[src/rtl/carregador_uart.sv]
// UART bootloader: receives a length-prefixed image over 8N1 serial and writes 32-bit words into instruction memory.
// Optional inter-byte timeout enabled by defining CARREGADOR_TIMEOUT_EN.
module carregador_uart #(
  parameter int CLK_FREQ       = 50000000,
  parameter int BAUD           = 115200,
  parameter int ADDR_W         = 7,
  parameter int TIMEOUT_CICLOS = 5000000
) (
  input  logic              clock,
  input  logic              reset_n,
  input  logic              rx,
  output logic              mem_escrever,
  output logic [ADDR_W-1:0] mem_endereco,
  output logic [31:0]       mem_dado,
  output logic              carregando,
  output logic              pronto,
  output logic              erro_quadro
);

  localparam int DIV_RAW = CLK_FREQ / (BAUD * 16);
  localparam int DIV     = (DIV_RAW < 1) ? 1 : DIV_RAW;
  localparam int DIV_W   = (DIV > 1) ? $clog2(DIV) : 1;

  localparam logic [1:0] RX_IDLE  = 2'd0;
  localparam logic [1:0] RX_START = 2'd1;
  localparam logic [1:0] RX_DATA  = 2'd2;
  localparam logic [1:0] RX_STOP  = 2'd3;

  localparam logic [2:0] LD_CAB0  = 3'd0;
  localparam logic [2:0] LD_CAB1  = 3'd1;
  localparam logic [2:0] LD_DADOS = 3'd2;
  localparam logic [2:0] LD_FIM   = 3'd3;
  localparam logic [2:0] LD_ERRO  = 3'd4;

  logic             r_rx_s1, r_rx_s2;
  logic [DIV_W-1:0] r_div_cnt;
  logic             w_tick;
  logic [1:0]       r_rx_state;
  logic [3:0]       r_tick_cnt;
  logic [2:0]       r_bit_cnt;
  logic [7:0]       r_shift;
  logic             r_byte_ok, r_byte_err;

  logic [2:0]       r_ld_state;
  logic [15:0]      r_n;
  logic [15:0]      r_word_idx;
  logic [1:0]       r_byte_idx;
  logic [23:0]      r_word;
  logic             r_mem_escrever;
  logic [ADDR_W-1:0] r_mem_endereco;
  logic [31:0]      r_mem_dado;
  logic             r_carregando, r_pronto, r_erro;
  logic             w_in_range;

  always_ff @(posedge clock or negedge reset_n) begin
    if (!reset_n) begin
      r_rx_s1 <= 1'b1;
      r_rx_s2 <= 1'b1;
    end else begin
      r_rx_s1 <= rx;
      r_rx_s2 <= r_rx_s1;
    end
  end

  assign w_tick = (r_div_cnt == DIV_W'(DIV - 1));

  always_ff @(posedge clock or negedge reset_n) begin
    if (!reset_n) r_div_cnt <= '0;
    else          r_div_cnt <= w_tick ? '0 : r_div_cnt + 1'b1;
  end

  // Receiver: start bit checked at mid-bit (8th tick), then every 16 ticks.
  always_ff @(posedge clock or negedge reset_n) begin
    if (!reset_n) begin
      r_rx_state <= RX_IDLE;
      r_tick_cnt <= '0;
      r_bit_cnt  <= '0;
      r_shift    <= '0;
      r_byte_ok  <= 1'b0;
      r_byte_err <= 1'b0;
    end else begin
      r_byte_ok  <= 1'b0;
      r_byte_err <= 1'b0;
      case (r_rx_state)
        RX_IDLE: begin
          if (!r_rx_s2) begin
            r_rx_state <= RX_START;
            r_tick_cnt <= '0;
          end
        end
        RX_START: begin
          if (w_tick) begin
            if (r_tick_cnt == 4'd7) begin
              r_tick_cnt <= '0;
              r_bit_cnt  <= '0;
              r_rx_state <= r_rx_s2 ? RX_IDLE : RX_DATA;
            end else begin
              r_tick_cnt <= r_tick_cnt + 4'd1;
            end
          end
        end
        RX_DATA: begin
          if (w_tick) begin
            r_tick_cnt <= r_tick_cnt + 4'd1;
            if (r_tick_cnt == 4'd15) begin
              r_shift <= {r_rx_s2, r_shift[7:1]};
              if (r_bit_cnt == 3'd7) r_rx_state <= RX_STOP;
              else                   r_bit_cnt  <= r_bit_cnt + 3'd1;
            end
          end
        end
        default: begin
          if (w_tick) begin
            r_tick_cnt <= r_tick_cnt + 4'd1;
            if (r_tick_cnt == 4'd15) begin
              r_byte_ok  <= r_rx_s2;
              r_byte_err <= !r_rx_s2;
              r_rx_state <= RX_IDLE;
            end
          end
        end
      endcase
    end
  end

`ifdef CARREGADOR_TIMEOUT_EN
  logic [31:0] r_gap;
  logic        w_aguarda;
  logic        w_timeout;

  assign w_aguarda = (r_ld_state == LD_CAB1) || (r_ld_state == LD_DADOS);
  assign w_timeout = w_aguarda && !r_byte_ok && (r_gap == 32'(TIMEOUT_CICLOS - 1));

  always_ff @(posedge clock or negedge reset_n) begin
    if (!reset_n)                             r_gap <= '0;
    else if (r_byte_ok || w_timeout || !w_aguarda) r_gap <= '0;
    else                                      r_gap <= r_gap + 32'd1;
  end
`endif

  // Words past the end of memory are consumed but never written (no address wrap).
  assign w_in_range = ({1'b0, r_word_idx} < (17'd1 << ADDR_W));

  always_ff @(posedge clock or negedge reset_n) begin
    if (!reset_n) begin
      r_ld_state     <= LD_CAB0;
      r_n            <= '0;
      r_word_idx     <= '0;
      r_byte_idx     <= '0;
      r_word         <= '0;
      r_mem_escrever <= 1'b0;
      r_mem_endereco <= '0;
      r_mem_dado     <= '0;
      r_carregando   <= 1'b1;
      r_pronto       <= 1'b0;
      r_erro         <= 1'b0;
    end else begin
      r_mem_escrever <= 1'b0;
      case (r_ld_state)
        LD_CAB0: begin
          if (r_byte_err) begin
            r_ld_state <= LD_ERRO;
            r_erro     <= 1'b1;
          end else if (r_byte_ok) begin
            r_n[7:0]   <= r_shift;
            r_ld_state <= LD_CAB1;
          end
        end
        LD_CAB1: begin
          if (r_byte_err) begin
            r_ld_state <= LD_ERRO;
            r_erro     <= 1'b1;
          end else if (r_byte_ok) begin
            r_n[15:8] <= r_shift;
            if ({r_shift, r_n[7:0]} == 16'd0) begin
              r_ld_state   <= LD_FIM;
              r_pronto     <= 1'b1;
              r_carregando <= 1'b0;
            end else begin
              r_ld_state <= LD_DADOS;
              r_word_idx <= '0;
              r_byte_idx <= '0;
            end
          end
`ifdef CARREGADOR_TIMEOUT_EN
          else if (w_timeout) begin
            r_ld_state <= LD_CAB0;
            r_n        <= '0;
            r_word_idx <= '0;
            r_byte_idx <= '0;
          end
`endif
        end
        LD_DADOS: begin
          if (r_byte_err) begin
            r_ld_state <= LD_ERRO;
            r_erro     <= 1'b1;
          end else if (r_byte_ok) begin
            r_word     <= {r_word[15:0], r_shift};
            r_byte_idx <= r_byte_idx + 2'd1;
            if (r_byte_idx == 2'd3) begin
              if (w_in_range) begin
                r_mem_escrever <= 1'b1;
                r_mem_endereco <= r_word_idx[ADDR_W-1:0];
                r_mem_dado     <= {r_word, r_shift};
              end
              r_word_idx <= r_word_idx + 16'd1;
              if (r_word_idx == r_n - 16'd1) begin
                r_ld_state   <= LD_FIM;
                r_pronto     <= 1'b1;
                r_carregando <= 1'b0;
              end
            end
          end
`ifdef CARREGADOR_TIMEOUT_EN
          else if (w_timeout) begin
            r_ld_state <= LD_CAB0;
            r_n        <= '0;
            r_word_idx <= '0;
            r_byte_idx <= '0;
          end
`endif
        end
        default: ;
      endcase
    end
  end

  assign mem_escrever = r_mem_escrever;
  assign mem_endereco = r_mem_endereco;
  assign mem_dado     = r_mem_dado;
  assign carregando   = r_carregando;
  assign pronto       = r_pronto;
  assign erro_quadro  = r_erro;

endmodule

[config.mk]
export PLATFORM = sky130hd
export DESIGN_NAME = carregador_uart
export DESIGN_NICKNAME = d
export VERILOG_FILES = /design/src/rtl/carregador_uart.sv
export SDC_FILE = /design/constraint.sdc
export NUM_CORES = 1
export LEC_CHECK = 0
export BUFFER_PORTS_ARGS = -buffer_cell sky130_fd_sc_hd__buf_2
export CAP_MARGIN = 0
export CORE_MARGIN = 4
export CORE_UTILIZATION = 50
export CTS_BUF_LIST = sky130_fd_sc_hd__clkbuf_8
export CTS_CLUSTER_SIZE = 20
export DETAILED_ROUTE_END_ITERATION = 10
export PLACE_DENSITY = 0.71
export SLEW_MARGIN = 20
export SYNTH_ARGS = -nofsm -noshare
export SYNTH_HDL_FRONTEND = slang
export SYNTH_SLANG_ARGS = --single-unit
[constraint.sdc]
create_clock -name clock -period 3.05 [get_ports clock]
set_input_delay 0.61 -clock clock [delete_from_list [all_inputs] [get_ports clock]]
set_output_delay 0.61 -clock clock [all_outputs]
set_load 0.1 [all_outputs]
* After elaboration in Yosys (flattened, before gate mapping)
Index checks and enable logic that the tools add are counted.
** Word-level totals
- Register bits after elaboration :: 130
- Input port bits :: 3
- Output and inout bits :: 43
- Word-level logic and storage cells :: 155
** Cells by class
- Add/sub/neg operators :: 6
- Magnitude comparators :: 1
- Equal/unequal tests :: 30
- Multiplexer cells :: 72
- Bitwise gates (word level) :: 1
- Reduce and logical (&&, ||, !) cells :: 24
** Operator list (count)
- $mux 16 :: 6
- $mux 3 :: 13
- $pmux 16 s2 :: 1
- $ne 2x2->1 const B :: 15
- $mux 2 :: 14
- $mux 1 :: 26
- $reduce_and 6->1 :: 3
- $add 16x1->16 const B :: 1
- $eq 16x16->1 :: 1
- $logic_not 16->1 :: 1
- $lt 16x8->1 const B :: 1
- $mux 4 :: 4
- $reduce_and 8->1 :: 2
- $sub 16x1->16 const B :: 1
- $ne 3x3->1 const B :: 5
- $reduce_and 3->1 :: 5
- $pmux 3 s3 :: 1
- $pmux 4 s2 :: 1
- $reduce_and 7->1 :: 1
- $pmux 2 s3 :: 1
- $pmux 3 s2 :: 1
- $reduce_bool 2->1 :: 3
- $reduce_bool 3->1 :: 2
- $reduce_or 3->1 :: 2
- 21 further kinds :: 23

* Logic depth before layout (Yosys ltp)
- Word-level depth :: 7
- Gate-level depth with buffers :: 10
- Gate-level depth less buffers :: 8

* Worst setup path before layout
No wires, ideal clock.
- Path type :: flip-flop to flip-flop
- Start :: reg r_n[0]
- End :: reg r_carregando (netlist: carregando)
- Arrival :: 2.756 ns
- Data required time :: 2.972 ns
- Slack :: 0.216 ns
- Cell stages (with the launch flop) :: 11
- Path buffers :: 2
- Clock period less this slack :: 2.834 ns
- Cell sequence :: dfrtp_1 > clkbuf_1 > inv_1 > ha_1 > clkbuf_1 > or3b_2 > or3_1 > a311o_1 > a2111oi_2 > nand4b_1 > and3b_1
** On the way
- Cells in the longest elaborated chain, start to end :: 4
** Ends and longest elaborated chain
- start, declared :: line 45 : logic [15:0] r_n;
- start signal, assigned :: line 165 : r_n[7:0] <= r_shift;
- $sub 16x1->16 :: line 208 : if (r_word_idx == r_n - 16'd1) begin
- $eq 16x16->1 :: line 208
- $ne 2x2->1 (no source line)
- $reduce_and 8->1 (no source line) (*)
- end signal, assigned :: line 154 : r_carregando <= 1'b1;
- end signal, assigned :: line 178 : r_carregando <= 1'b0;
- end signal, assigned :: line 211 : r_carregando <= 1'b0;
- end, declared :: line 52 : logic r_carregando, r_pronto, r_erro;
Mark *: on every way between the ends. The rest lies on a longest branch, timed or not.
A chain may end at the register's enable or synchronous reset.

* Worst setup path in the final report
Same ends and word-level chain as after synthesis.

==> results.ini <==
[logic_synthesis]
synth_ff_type = dfrtp_1
yosysTopAreaCell = dfrtp_1
ys_async_sr_fraction = 1.000
syn_inst = 514
netlist-cell-type-count = 54
synth_edf_count = 0
synth_top_area_share = 0.5297
syn_nets = 526
synth.area.top_cells = dfrtp_1 (53%), mux2_2 (16%), xnor2_1 (3.8%)
ys_ff_latch = 130
synth.avg_cell_area_um2 = 11.67
synth.cell_area_um2 = 6000
yosysSeqAreaShare = 0.5429
synth_warnings = 0

[placed_design]
place.gp.congestion = 0.8719
port_buffers = 45
hpwlAfterDp_um = 8354
dp_cells = 689

[clock_network]
clockRootBuffer = clkbuf_8
numCtsBuffers = 17
cts_resized = 0
clockBufferDepth = 2
cts_hold_buf = 0
clk_pin_slew_ns = 0.07
h-tree-depth = 4
clock_latency_ns = 0.44
cts_tree = built
cts.sinks = 130
post_cts_buffers = 0

[grt]
grtUsageMet1 = 0.2426
grt_max_degree = 44
use_met3 = 0.04325
grt_pass1_wl_um = 20630
grt_busiest_layer = met2
track_usage = 0.1834
use_met2 = 0.2872
grt_pass1_vias = 4095
grt_remaining_overflow = 0
antenna_found_initial = 0

[critical_path]
crit_required_ns = 3.42
crit_type = reg2reg
crit_chain = inv_1, ha_1, or3b_2, or3_1, a311o_1, a2111oi_2, nand4b_1, and3b_1
worstSetupStartpointType = register
critPathArrivalTime_ns = 3.14
cp-end-kind = register
rrSetupSlack_ns = 0.28
worstReg2RegEnd = carregando
worstReg2RegStart = r_n[0]
crit_buf_inv = 1
path_max_fanout = 9
cpLargestDelayFamily = simple AND/OR/NAND/NOR gates
slowest_stage = or3b_2
r2r_cells = 8
cp_slowest_stage_delay_ns = 0.48

[die]
io_pins = 46
core_um2 = 11560
die_w_um = 117.5
die_y_um = 117.5
row_count = 39
start_util = 0.5188
dieArea_um2 = 13820

[finish]
fin_cells = 721
syn_to_final_growth_pct = 15.14
antenna_cells = 0
fin_nets = 577
drive_gt1_frac = 0.3131
fillerInstances = 930
final_cell_mix = dfrtp_1 (127), mux2_2 (84), buf_2 (44)
layout_commonest_cell = dfrtp_1

[route]
wl_um = 11860
first_pass_iters = 4
vias = 4093
final_antenna_net_count = 0
wl_per_cell_um = 16.45
drt-vias-per-instance = 5.677
first_iter_violations = 312
drc_errors = 0

[power_and_ir_drop]
max-vdd-ir-drop_mv = 0.2765
cellPowerDensity_nw_per_um2 = 512.4
power_mw = 3.540
p_leak_nw = 3.440

[flow_run]
cap_violations = 0

[timing]
rsz0062_at_grt = no
slew_headroom = 0.6197
skew_ns = 0.01019
hold_ws_ns = 0.1594
finalCriticalPeriod_ns = 2.769
tns_ns = 0
period_share = 0.9078
setup_viol = 0
final_max_slew_viol_count = 0
max_slew.worst_pin.slew_ns = 0.5704
hold_viol = 0
fmax_mhz = 361.2

[worst_hold_path]
hold_path_class = in2async

[outcome]
run_status = completed

-- registers in the layout (all words and copies together) (netlist names), 2 cells and up --
signal / count
r_n: 16
r_div_cnt: 5
r_shift: 8
r_byte_idx: 2
r_rx_state: 2
r_word: 24
r_tick_cnt: 4
r_word_idx: 16
r_bit_cnt: 3
mem_endereco: 7
mem_dado: 32
r_ld_state: 3
-- stage by stage --
stage               worst slack (ns)  instance area, um^2  utilization
floorplan                     0.2162                 6000            -
global placement              0.4003                 6416       0.5548
CTS                           0.2817                 6908       0.5973
detailed placement            0.3117                 6416       0.5548
global route                 0.08646                 6908       0.5973
finish                        0.2811                 6908       0.5973
-- routing by layer --
metal / share of wire / routed length [um] / up-vias
met2: 0.48 / 5652 / 78
met4: 0.027 / 321 / 0
li1: - / - / 1940
met1: 0.46 / 5412 / 2049
met3: 0.040 / 475 / 26
met5: 0 / 0 / -
-- power by group --
group / internal (mW) / total (mW) / switching (mW)
sequential: 1.73 / 1.73 / 0.000630
clock: 1.10 / 1.77 / 0.674
combinational: 0.00648 / 0.0401 / 0.0336
-- cells by family after synthesis --
group                      count (synthesis)  share of synthesized area
DFF                                      130                     0.5429
AOI/OAI and AO/OA                         57                    0.06048
and+or+nand+nor                          163                     0.1449
adders and majority gates                  9                    0.01877
muxes                                     85                     0.1593
xor gates and xnor gates                  35                    0.05110
buffers and inverters                     35                    0.02252
-- cell usage after synthesis (2+ instances only) --
master / instances
o21ai_0: 26
clkbuf_1: 22
nor4_1: 17
or3_1: 6
a31oi_1: 2
nand3_1: 8
nor4b_1: 2
nor2b_1: 4
dfstp_2: 3
xor2_1: 9
nand2_1: 36
and3b_1: 2
a21oi_1: 7
o31a_1: 2
nor3b_1: 2
mux2_2: 84
o21ai_1: 2
nand4_1: 6
or4_1: 6
nand2b_1: 4
buf_2: 3
nand3b_1: 4
nor2_1: 37
o21bai_1: 3
and3_1: 4
ha_1: 9
a22o_1: 2
xnor2_1: 26
nor3_1: 12
dfrtp_1: 127
nand4b_1: 2
and4_1: 3
inv_1: 10
or2_2: 2
-- cell type report --
type,instances,area (um^2),share of cell area
multi-input cells,349,2613,0.3782
clock buffers,19,261.5,0.03786
inverters,10,37.54,0.005434
well taps,143,178.9,0.02590
flip-flops and latches,130,3257,0.4715
clock inverters,13,230.2,0.03333
repair buffers,57,330.3,0.04782
-- worst max-delay path by stage --
| stage | startpoint | end | slack [ns] | cells past startpoint |
|---|---|---|---|---|
| 5_1_grt | r_n[0] | carregando | 0.09 | 8 |
| 3_5_place_dp | r_n[0] | carregando | 0.31 | 8 |
| 2_1_floorplan | r_n[0] | carregando | 0.22 | 10 |
| 6_report | r_n[0] | carregando | 0.28 | 8 |
| 4_1_cts | r_n[0] | carregando | 0.28 | 8 |
| 3_3_place_gp | r_n[0] | carregando | 0.40 | 8 |
Note: power is estimated with default switching activity, not from simulation.
